`src/rtl/fifo_stream_packer_pkg.sv`:
```
// fifo_stream_packer shared helpers.
// Counter sizing used by the packer and its buffer.
package fifo_stream_packer_pkg;

    function automatic int cnt_w(input int n);
        int w;
        w = $clog2(n);
        return (w < 1) ? 1 : w;
    endfunction

endpackage

```
`src/rtl/fifo_stream_packer_if.sv`:
```
// Valid/ready stream with packet-last marker.
// master drives beats, slave returns ready.
interface fifo_stream_packer_if #(
    parameter int WIDTH = 8
);
    logic [WIDTH-1:0] m_data;
    logic             m_valid;
    logic             m_last;
    logic             m_ready;

    modport master (
        output m_data,
        output m_valid,
        output m_last,
        input  m_ready
    );

    modport slave (
        input  m_data,
        input  m_valid,
        input  m_last,
        output m_ready
    );
endinterface

```
`src/rtl/fifo_stream_packer_skid_buf2.sv`:
```
// Two-entry in-order buffer between FIFO read data and the stream.
// head_data is always the oldest held entry.
module stream_skid_buf2 #(
    parameter int WIDTH = 8
) (
    input  logic             clk,
    input  logic             rst_n,
    input  logic             push,
    input  logic [WIDTH-1:0] push_data,
    input  logic             pop,
    output logic [1:0]       count,
    output logic [WIDTH-1:0] head_data
);

    logic [WIDTH-1:0] tail_q;

    always_ff @(posedge clk) begin
        if (!rst_n) begin
            count     <= 2'd0;
            head_data <= '0;
            tail_q    <= '0;
        end else begin
            unique case ({push, pop})
                2'b10: begin
                    if (count == 2'd0) begin
                        head_data <= push_data;
                    end else begin
                        tail_q <= push_data;
                    end
                    count <= count + 2'd1;
                end
                2'b01: begin
                    if (count == 2'd2) begin
                        head_data <= tail_q;
                    end
                    count <= count - 2'd1;
                end
                2'b11: begin
                    // Occupancy unchanged; the new beat joins behind any held one.
                    if (count == 2'd1) begin
                        head_data <= push_data;
                    end else begin
                        head_data <= tail_q;
                        tail_q    <= push_data;
                    end
                end
                default: begin
                end
            endcase
        end
    end

endmodule

```
`src/rtl/fifo_stream_packer.sv`:
```
// Read-side FIFO consumer: credit-based rd_en, 2-entry buffer,
// fixed-length packet framing and mid-packet starvation timer.
module fifo_stream_packer
    import fifo_stream_packer_pkg::*;
#(
    parameter int WIDTH    = 8,
    parameter int PKT_LEN  = 16,
    parameter int IDLE_MAX = 64
) (
    input  logic                   rd_clk,
    input  logic                   rd_rst_n,
    input  logic                   fifo_empty,
    input  logic [WIDTH-1:0]       fifo_rd_data,
    output logic                   fifo_rd_en,
    fifo_stream_packer_if.master   m,
    output logic                   pkt_active,
    output logic                   stall_err
);

    localparam int BW = cnt_w(PKT_LEN);
    localparam int IW = cnt_w(IDLE_MAX + 1);
    localparam logic [BW-1:0] LAST_BEAT = BW'(PKT_LEN - 1);
    localparam logic [IW-1:0] IDLE_TOP  = IW'(IDLE_MAX - 1);

    logic [1:0]    count;
    logic [1:0]    occ;
    logic          pending;
    logic          pop;
    logic          last_beat;
    logic          starve;
    logic [BW-1:0] beat_cnt;
    logic [IW-1:0] idle_cnt;

    assign pop = m.m_valid & m.m_ready;

    // Entries held plus the one in flight, after this cycle's pop.
    assign occ = count + {1'b0, pending} - {1'b0, pop};

    assign fifo_rd_en = rd_rst_n & ~fifo_empty & (occ < 2'd2);

    assign m.m_valid = (count != 2'd0);
    assign last_beat = (beat_cnt == LAST_BEAT);
    assign m.m_last  = m.m_valid & last_beat;

    assign starve = pkt_active & ~m.m_valid & ~pending;

    stream_skid_buf2 #(
        .WIDTH(WIDTH)
    ) u_buf (
        .clk       (rd_clk),
        .rst_n     (rd_rst_n),
        .push      (pending),
        .push_data (fifo_rd_data),
        .pop       (pop),
        .count     (count),
        .head_data (m.m_data)
    );

    always_ff @(posedge rd_clk) begin
        if (!rd_rst_n) begin
            pending    <= 1'b0;
            beat_cnt   <= '0;
            pkt_active <= 1'b0;
            idle_cnt   <= '0;
            stall_err  <= 1'b0;
        end else begin
            pending   <= fifo_rd_en;
            stall_err <= 1'b0;

            if (pop) begin
                if (last_beat) begin
                    beat_cnt   <= '0;
                    pkt_active <= 1'b0;
                end else begin
                    beat_cnt   <= beat_cnt + BW'(1);
                    pkt_active <= 1'b1;
                end
            end

            // Backpressure keeps m_valid high, so it never counts as idle.
            if (!starve) begin
                idle_cnt <= '0;
            end else if (idle_cnt == IDLE_TOP) begin
                idle_cnt  <= '0;
                stall_err <= 1'b1;
            end else begin
                idle_cnt <= idle_cnt + IW'(1);
            end
        end
    end

endmodule

```
`src/flat_wrapper.sv`:
```
// flat-port wrapper written by rule: the top's interface ports become plain ports
module fifo_stream_packer_flat import fifo_stream_packer_pkg::*;
#(
    parameter int WIDTH    = 8,
    parameter int PKT_LEN  = 16,
    parameter int IDLE_MAX = 64
)
  (rd_clk, rd_rst_n, fifo_empty, fifo_rd_data, fifo_rd_en, pkt_active, stall_err, m_m_data, m_m_valid, m_m_last, m_m_ready);
  fifo_stream_packer_if #(.WIDTH(WIDTH)) m_i ();
  input  logic rd_clk;
  input  logic rd_rst_n;
  input  logic fifo_empty;
  input  logic [WIDTH-1:0] fifo_rd_data;
  output logic fifo_rd_en;
  output logic pkt_active;
  output logic stall_err;
  output wire logic [$bits(m_i.m_data)-1:0] m_m_data;
  output wire logic [$bits(m_i.m_valid)-1:0] m_m_valid;
  output wire logic [$bits(m_i.m_last)-1:0] m_m_last;
  input wire logic [$bits(m_i.m_ready)-1:0] m_m_ready;
  assign m_m_data = m_i.m_data;
  assign m_m_valid = m_i.m_valid;
  assign m_m_last = m_i.m_last;
  assign m_i.m_ready = m_m_ready;
  fifo_stream_packer #(.WIDTH(WIDTH), .PKT_LEN(PKT_LEN), .IDLE_MAX(IDLE_MAX)) u_core (.rd_clk(rd_clk), .rd_rst_n(rd_rst_n), .fifo_empty(fifo_empty), .fifo_rd_data(fifo_rd_data), .fifo_rd_en(fifo_rd_en), .m(m_i), .pkt_active(pkt_active), .stall_err(stall_err));
endmodule
```
`config.mk`:
```
export PLATFORM = sky130hd
export DESIGN_NAME = fifo_stream_packer_flat
export DESIGN_NICKNAME = d
export VERILOG_FILES = /design/src/rtl/fifo_stream_packer_pkg.sv /design/src/rtl/fifo_stream_packer_if.sv /design/src/rtl/fifo_stream_packer_skid_buf2.sv /design/src/rtl/fifo_stream_packer.sv /design/src/flat_wrapper.sv
export SDC_FILE = /design/constraint.sdc
export NUM_CORES = 1
export LEC_CHECK = 0
export BUFFER_PORTS_ARGS = -buffer_cell sky130_fd_sc_hd__buf_2
export CORE_UTILIZATION = 37
export DETAILED_ROUTE_END_ITERATION = 8
export PLACE_DENSITY = 0.65
export REMOVE_ABC_BUFFERS = 1
export SLEW_MARGIN = 10
export SYNTH_ARGS = -nofsm -noshare
export SYNTH_HDL_FRONTEND = slang
export SYNTH_SLANG_ARGS = --single-unit
```
`constraint.sdc`:
```
create_clock -name rd_clk -period 4 [get_ports rd_clk]
set_input_delay 0.6 -clock rd_clk [delete_from_list [all_inputs] [get_ports rd_clk]]
set_output_delay 0.6 -clock rd_clk [all_outputs]
set_load 0.02 [all_outputs]
```
==> flow_summary.yaml, run 1 <==
critical_path:
  critical_path_class: "reg2out"
  cp-end-kind: "output pin"
  path_max_fanout: 9
  critPathRequiredTime_ns: 3.40
  cp-start-kind: "flop"
  worstPathArrival_ns: 2.47
synthesis:
  yosysTopAreaCellShare_pct: 39.7
  synth-seq-area-share_pct: 39.7
  synthArstFlopShare_pct: 0
  syn_inst: 181
  avgSynthCellArea_um2: 8.92
  yosys_warnings: 0
  synth_common_cells: "32 x dfxtp_1, 26 x o21ai_0, 14 x a21oi_1"
  synth-seq-cells: 32
  syn_area_um2: 1610
  synth_edf_count: 0
  synthTopCellsByArea: "dfxtp_1 40%, ha_1 8.5%, o21ai_0 8.1%"
  synth.distinct_cells: 34
  synth_ff_type: "dfxtp_1"
  synth_largest_area_cell: "dfxtp_1"
  synth.most_common_cell: "dfxtp_1"
clock_tree:
  cts_tree: "done"
  cts_sinks: 32
  cts_buffer_depth: 2
  post-cts-setup-buffers: 0
  clock_latency_ns: 0.28
  cts_buffers: 5
  holdBufCountCts: 0
  cts_resized: 0
  clock_tree.root_cell: "clkbuf_8"
  cts.clk_slew.worst_paths_ns: 0.06
  htreeDepth: 2
timing:
  hold_violations: 0
  fmax_mhz: 325
  slew_headroom_pct: 64.2
  rsz0062_at_grt: "false"
  tightest_slew_ns: 0.536
  slew_viol_final: 0
  skew_ns: 0.00510
  finalCriticalPeriod_ns: 3.07
  setup-tns-final_ns: 0
  fin_crit_sh_pct: 76.8
  final-setup-viol-count: 0
global_routing:
  antenna_found_initial: 0
  grt_overflow_total: 0
  first_global_vias: 1189
  track_usage_pct: 15.3
  grt_max_degree: 25
  grt_pass1_wl_um: 5180
power:
  p_int_uw: 803
  pwr-share-seq_pct: 33.2
  comb_power_share_pct: 40.2
  switchingPower_uw: 472
  p_sw_share_pct: 37.0
  peakVddDrop_v: 0.000245
  leakagePower_nw: 0.714
  pwr-share-clk_pct: 26.6
  power_density_nw_per_um2: 682
floorplanning:
  pin_count: 25
  fp.dieArea_um2: 4630
  die_x_um: 68.0
  start_util_pct: 39.5
  die_h_um: 68.0
  coreArea_um2: 4090
  rows: 23
final_layout:
  fillerInstances: 413
  final_nets: 228
  area_delta_synth_final_pct: 15.8
  drive_gt1_share_pct: 18.9
  final_area_um2: 1870
  antennaDiodeCount: 0
placement:
  gp_congestion: 0.768
  dp_hpwl_um: 2350
  dpl_cell_area_um2: 1740
  portBuffers: 24
job:
  max_cap_viol_count: 0
routing:
  vias: 1357
  viasPerCell: 5.30
  wl_um: 3220
  ant_nets: 0
  wl_per_cell_um: 12.6
  dr.first_iter.drc_count: 86
  dr.pass1.iters: 4
  drcViolationCount: 0
outcome:
  run_status: "complete, no violations"
hold_path:
  hold_path.class: "reg2reg"
path summary, 6_finish.rpt:
kind                          from                endpoint  slack [ns]  depth (start not counted)
min             u_core.idle_cnt[6]        u_core.stall_err        0.42                          1
max reg2reg  u_core.u_buf.count[0]  u_core.u_buf.tail_q[3]        1.53                          8
min reg2reg     u_core.idle_cnt[6]        u_core.stall_err        0.42                          1
max          u_core.u_buf.count[0]              fifo_rd_en        0.93                          9
worst max-delay path, cell delays in order (launching register included):
cell      delay [ns]
dfxtp_1         0.39
inv_1           0.10
ha_1            0.30
nand2b_1        0.27
inv_1           0.22
ha_1            0.28
xor2_1          0.21
xnor2_1         0.12
nor3_1          0.12
buf_2           0.18
power by group through the flow:
stage | sequential (mW) | clock [mW] | combinational, mW
final | 0.424 | 0.338 | 0.512
after detailed placement | 0.431 | 0 | 0.509
after floorplan | 0.471 | 0 | 0.339
after global routing | 0.436 | 0.362 | 0.569
after global placement | 0.430 | 0 | 0.506
after CTS | 0.424 | 0.350 | 0.511
layer usage:
metal / up-vias / GRT usage [%] / wire, um
met3: 8 / 5.50 / 192
li1: 707 / - / -
met2: 34 / 23.7 / 1380
met1: 608 / 19.1 / 1590
met5: - / 0 / 0
met4: 0 / 6.25 / 53
layout make-up:
class | count | area (um2) | share of cell area (%)
Clock buffer | 7 | 96.3 | 5.15
Clock inverter | 1 | 30.0 | 1.61
Inverter | 9 | 33.8 | 1.81
Multi-Input combinational cell | 132 | 878 | 47.0
Sequential cell | 32 | 641 | 34.3
Tap cell | 50 | 62.6 | 3.35
Timing Repair Buffer | 25 | 128 | 6.83
metrics by stage:
step	setup slack (ns)	hold slack [ns]	instances	utilization [%]	total power, mW
6_report	0.927	0.421	256	45.7	1.27
5_1_grt	0.689	0.434	256	45.7	1.37
4_1_cts	0.935	0.424	256	45.7	1.29
3_5_place_dp	1.26	0.413	248	42.7	0.940
3_3_place_gp	1.34	0.407	248	42.7	0.936
2_1_floorplan	1.32	0.399	173	-	0.810
layout by cell type, fill, tap and decap left out:
cell | Yosys | routed
buf_4 | 2 | 1
o211ai_1 | 8 | 8
or3_1 | 2 | 2
xor2_1 | 3 | 3
ha_1 | 11 | 11
buf_2 | 0 | 24
and2_1 | 2 | 2
a211oi_1 | 1 | 1
a41o_1 | 1 | 1
and3_4 | 1 | 1
a31oi_1 | 8 | 8
bufinv_16 | 0 | 1
nand4b_1 | 1 | 1
nor3b_1 | 1 | 1
xnor2_1 | 4 | 4
inv_1 | 8 | 8
and2b_1 | 1 | 1
a22o_2 | 1 | 1
nand2b_1 | 5 | 5
o21ai_0 | 26 | 26
and2b_2 | 1 | 1
clkinv_1 | 1 | 1
a311oi_2 | 3 | 3
nor3_1 | 4 | 4
a311oi_1 | 5 | 5
dfxtp_1 | 32 | 32
nor2b_1 | 2 | 2
and3_1 | 1 | 1
clkbuf_8 | 0 | 7
nand3_1 | 4 | 4
nand3b_1 | 3 | 3
nor2_1 | 12 | 12
a21oi_1 | 14 | 14
nand2_1 | 7 | 7
sequential cells by signal (all words and copies together) (netlist names):
register                cells
u_core.pending              1
u_core.idle_cnt             7
u_core.u_buf.tail_q         8
u_core.pkt_active           1
u_core.u_buf.head_data      8
u_core.beat_cnt             4
u_core.stall_err            1
u_core.u_buf.count          2
kinds of logic after synthesis:
kind of cell | after synthesis | share of synthesized area, %
AO/OA/AOI/OAI | 67 | 26.4
XOR/XNOR | 7 | 3.80
adder cells (fa/ha/maj) | 11 | 8.53
buffers and inverters | 17 | 5.89
flip-flops | 32 | 39.7
AND/OR/NAND/NOR | 47 | 15.7
No activity file was read; power rests on OpenSTA's default activity.
==> run 2, diff against run 1 <==
--- a/config.mk
+++ b/config.mk
@@ -8,7 +8,7 @@
 export BUFFER_PORTS_ARGS = -buffer_cell sky130_fd_sc_hd__buf_2
 export CORE_UTILIZATION = 37
 export DETAILED_ROUTE_END_ITERATION = 8
-export PLACE_DENSITY = 0.65
+export PLACE_DENSITY = 0.67
 export REMOVE_ABC_BUFFERS = 1
 export SLEW_MARGIN = 10
 export SYNTH_ARGS = -nofsm -noshare
==> constraint.sdc (replaced) <==
create_clock -name rd_clk -period 2.8 [get_ports rd_clk]
set_input_delay 0.42 -clock rd_clk [delete_from_list [all_inputs] [get_ports rd_clk]]
set_output_delay 0.42 -clock rd_clk [all_outputs]
set_load 0.02 [all_outputs]
==> flow_summary.yaml, run 2 (synthesized netlist as in run 1, its figures left out) <==
clock_tree:
  cts_buffer_depth: 2
  cts_buffers: 5
  htreeDepth: 2
  clock_latency_ns: 0.28
  cts.clk_slew.worst_paths_ns: 0.06
  holdBufCountCts: 0
  clock_tree.root_cell: "clkbuf_8"
  post-cts-setup-buffers: 0
  cts_tree: "done"
  cts_resized: 0
  cts_sinks: 32
floorplanning:
  die_h_um: 68.0
  die_x_um: 68.0
  coreArea_um2: 4090
  fp.dieArea_um2: 4630
  rows: 23
  pin_count: 25
  start_util_pct: 39.5
routing:
  wl_per_cell_um: 12.9
  ant_nets: 0
  drcViolationCount: 0
  wl_um: 3320
  dr.first_iter.drc_count: 96
  viasPerCell: 5.29
  dr.pass1.iters: 5
  vias: 1360
hold_path:
  hold_path.class: "in2reg"
  worstHoldPathCells: 2
final_layout:
  antennaDiodeCount: 0
  reg_top3: "u_core.u_buf.head_data (8), u_core.u_buf.tail_q (8), u_core.idle_cnt (7)"
  stdcell_count: 257
  layout_common_cells: "31 x dfxtp_1, 26 x o21ai_0, 24 x buf_2"
  final_nets: 229
  utilization_pct: 45.6
  area_delta_synth_final_pct: 15.3
  drive_gt1_share_pct: 20.3
  fillerInstances: 419
  layout_commonest_cell: "dfxtp_1"
timing:
  slew_headroom_pct: 64.8
  slew_viol_final: 0
  setup-tns-final_ns: 0
  tightest_slew_ns: 0.527
  skew_ns: 0.00821
  final-setup-viol-count: 0
  hold_violations: 0
  fmax_mhz: 380
  finalCriticalPeriod_ns: 2.63
  fin_crit_sh_pct: 94.0
critical_path:
  crit_start: "u_core.u_buf.count[1]"
  worstPathArrival_ns: 2.21
  cp-end-kind: "output pin"
  critPathRequiredTime_ns: 2.38
  cp-start-kind: "flop"
  r2r_setup_slack_ns: 0.59
  path_max_fanout: 6
  r2r_end: "u_core.u_buf.tail_q[7]"
  critPathCapture: "fifo_rd_en"
  r2r_cells: 8
  critical_path_class: "reg2out"
  reg2reg_from: "u_core.u_buf.count[1]"
outcome:
  run_status: "complete, no violations"
placement:
  dp_hpwl_um: 2410
  gp_congestion: 0.797
  placed_cells: 249
  portBuffers: 24
global_routing:
  grt_pass1_wl_um: 5270
  track_usage_pct: 15.5
  first_global_vias: 1194
  antenna_found_initial: 0
  grt_overflow_total: 0
  grt_max_degree: 25
power:
  peakVddDrop_v: 0.000424
  leakagePower_nw: 0.706
  power_density_nw_per_um2: 959
job:
  max_cap_viol_count: 0
[run 2: area by class of cell]
cell class / instances / area [um2] / share of cell area (%)
tap: 50 / 62.6 / 3.36
sequential: 32 / 642 / 34.5
inverter: 9 / 33.8 / 1.81
timing repair buffer: 26 / 135 / 7.26
clock inverter: 2 / 35.0 / 1.88
clock buffer: 6 / 72.6 / 3.90
multi-input combinational: 132 / 881 / 47.3
[run 2: how the worst min path moves through the flow]
| stage | startpoint | slack [ns] | end |
|---|---|---|---|
| global route | fifo_empty | 0.31 | u_core.pending |
| detailed placement | u_core.idle_cnt[6] | 0.41 | u_core.stall_err |
| floorplan | u_core.idle_cnt[6] | 0.40 | u_core.stall_err |
| global placement | u_core.idle_cnt[6] | 0.41 | u_core.stall_err |
| finish | fifo_empty | 0.32 | u_core.pending |
| CTS | fifo_empty | 0.31 | u_core.pending |
[run 2: through the flow]
stage	power, mW	hold WS, ns	area, um2	setup slack [ns]
finish	1.79	0.315	1860	0.169
global route	1.92	0.308	1860	-0.00344
CTS	1.79	0.309	1860	0.0560
detailed placement	1.36	0.410	1750	0.378
global placement	1.36	0.407	1750	0.443
floorplan	1.16	0.399	1550	0.300
[run 2: report_power, final]
part	total, mW	internal [mW]	switching (mW)
Sequential	0.608	0.550	0.0584
Clock	0.429	0.264	0.166
Combinational	0.748	0.294	0.454
[run 2: critical path: stages (launching register included)]
cell,delay (ns)
dfxtp_1,0.39
inv_1,0.10
ha_1,0.19
nand2b_1,0.23
inv_2,0.15
ha_2,0.24
xor2_1,0.21
xnor2_1,0.11
nor3_1,0.14
buf_2,0.19
[run 2: layer usage]
metal / routed length [um] / up-vias / global-route usage, % / part of all wire [%]
li1: - / 706 / - / -
met1: 1600 / 607 / 20.4 / 48
met2: 1490 / 45 / 22.9 / 45
met3: 212 / 2 / 5.50 / 6.4
met4: 17 / 0 / 5.99 / 0.51
met5: 0 / - / 0 / 0
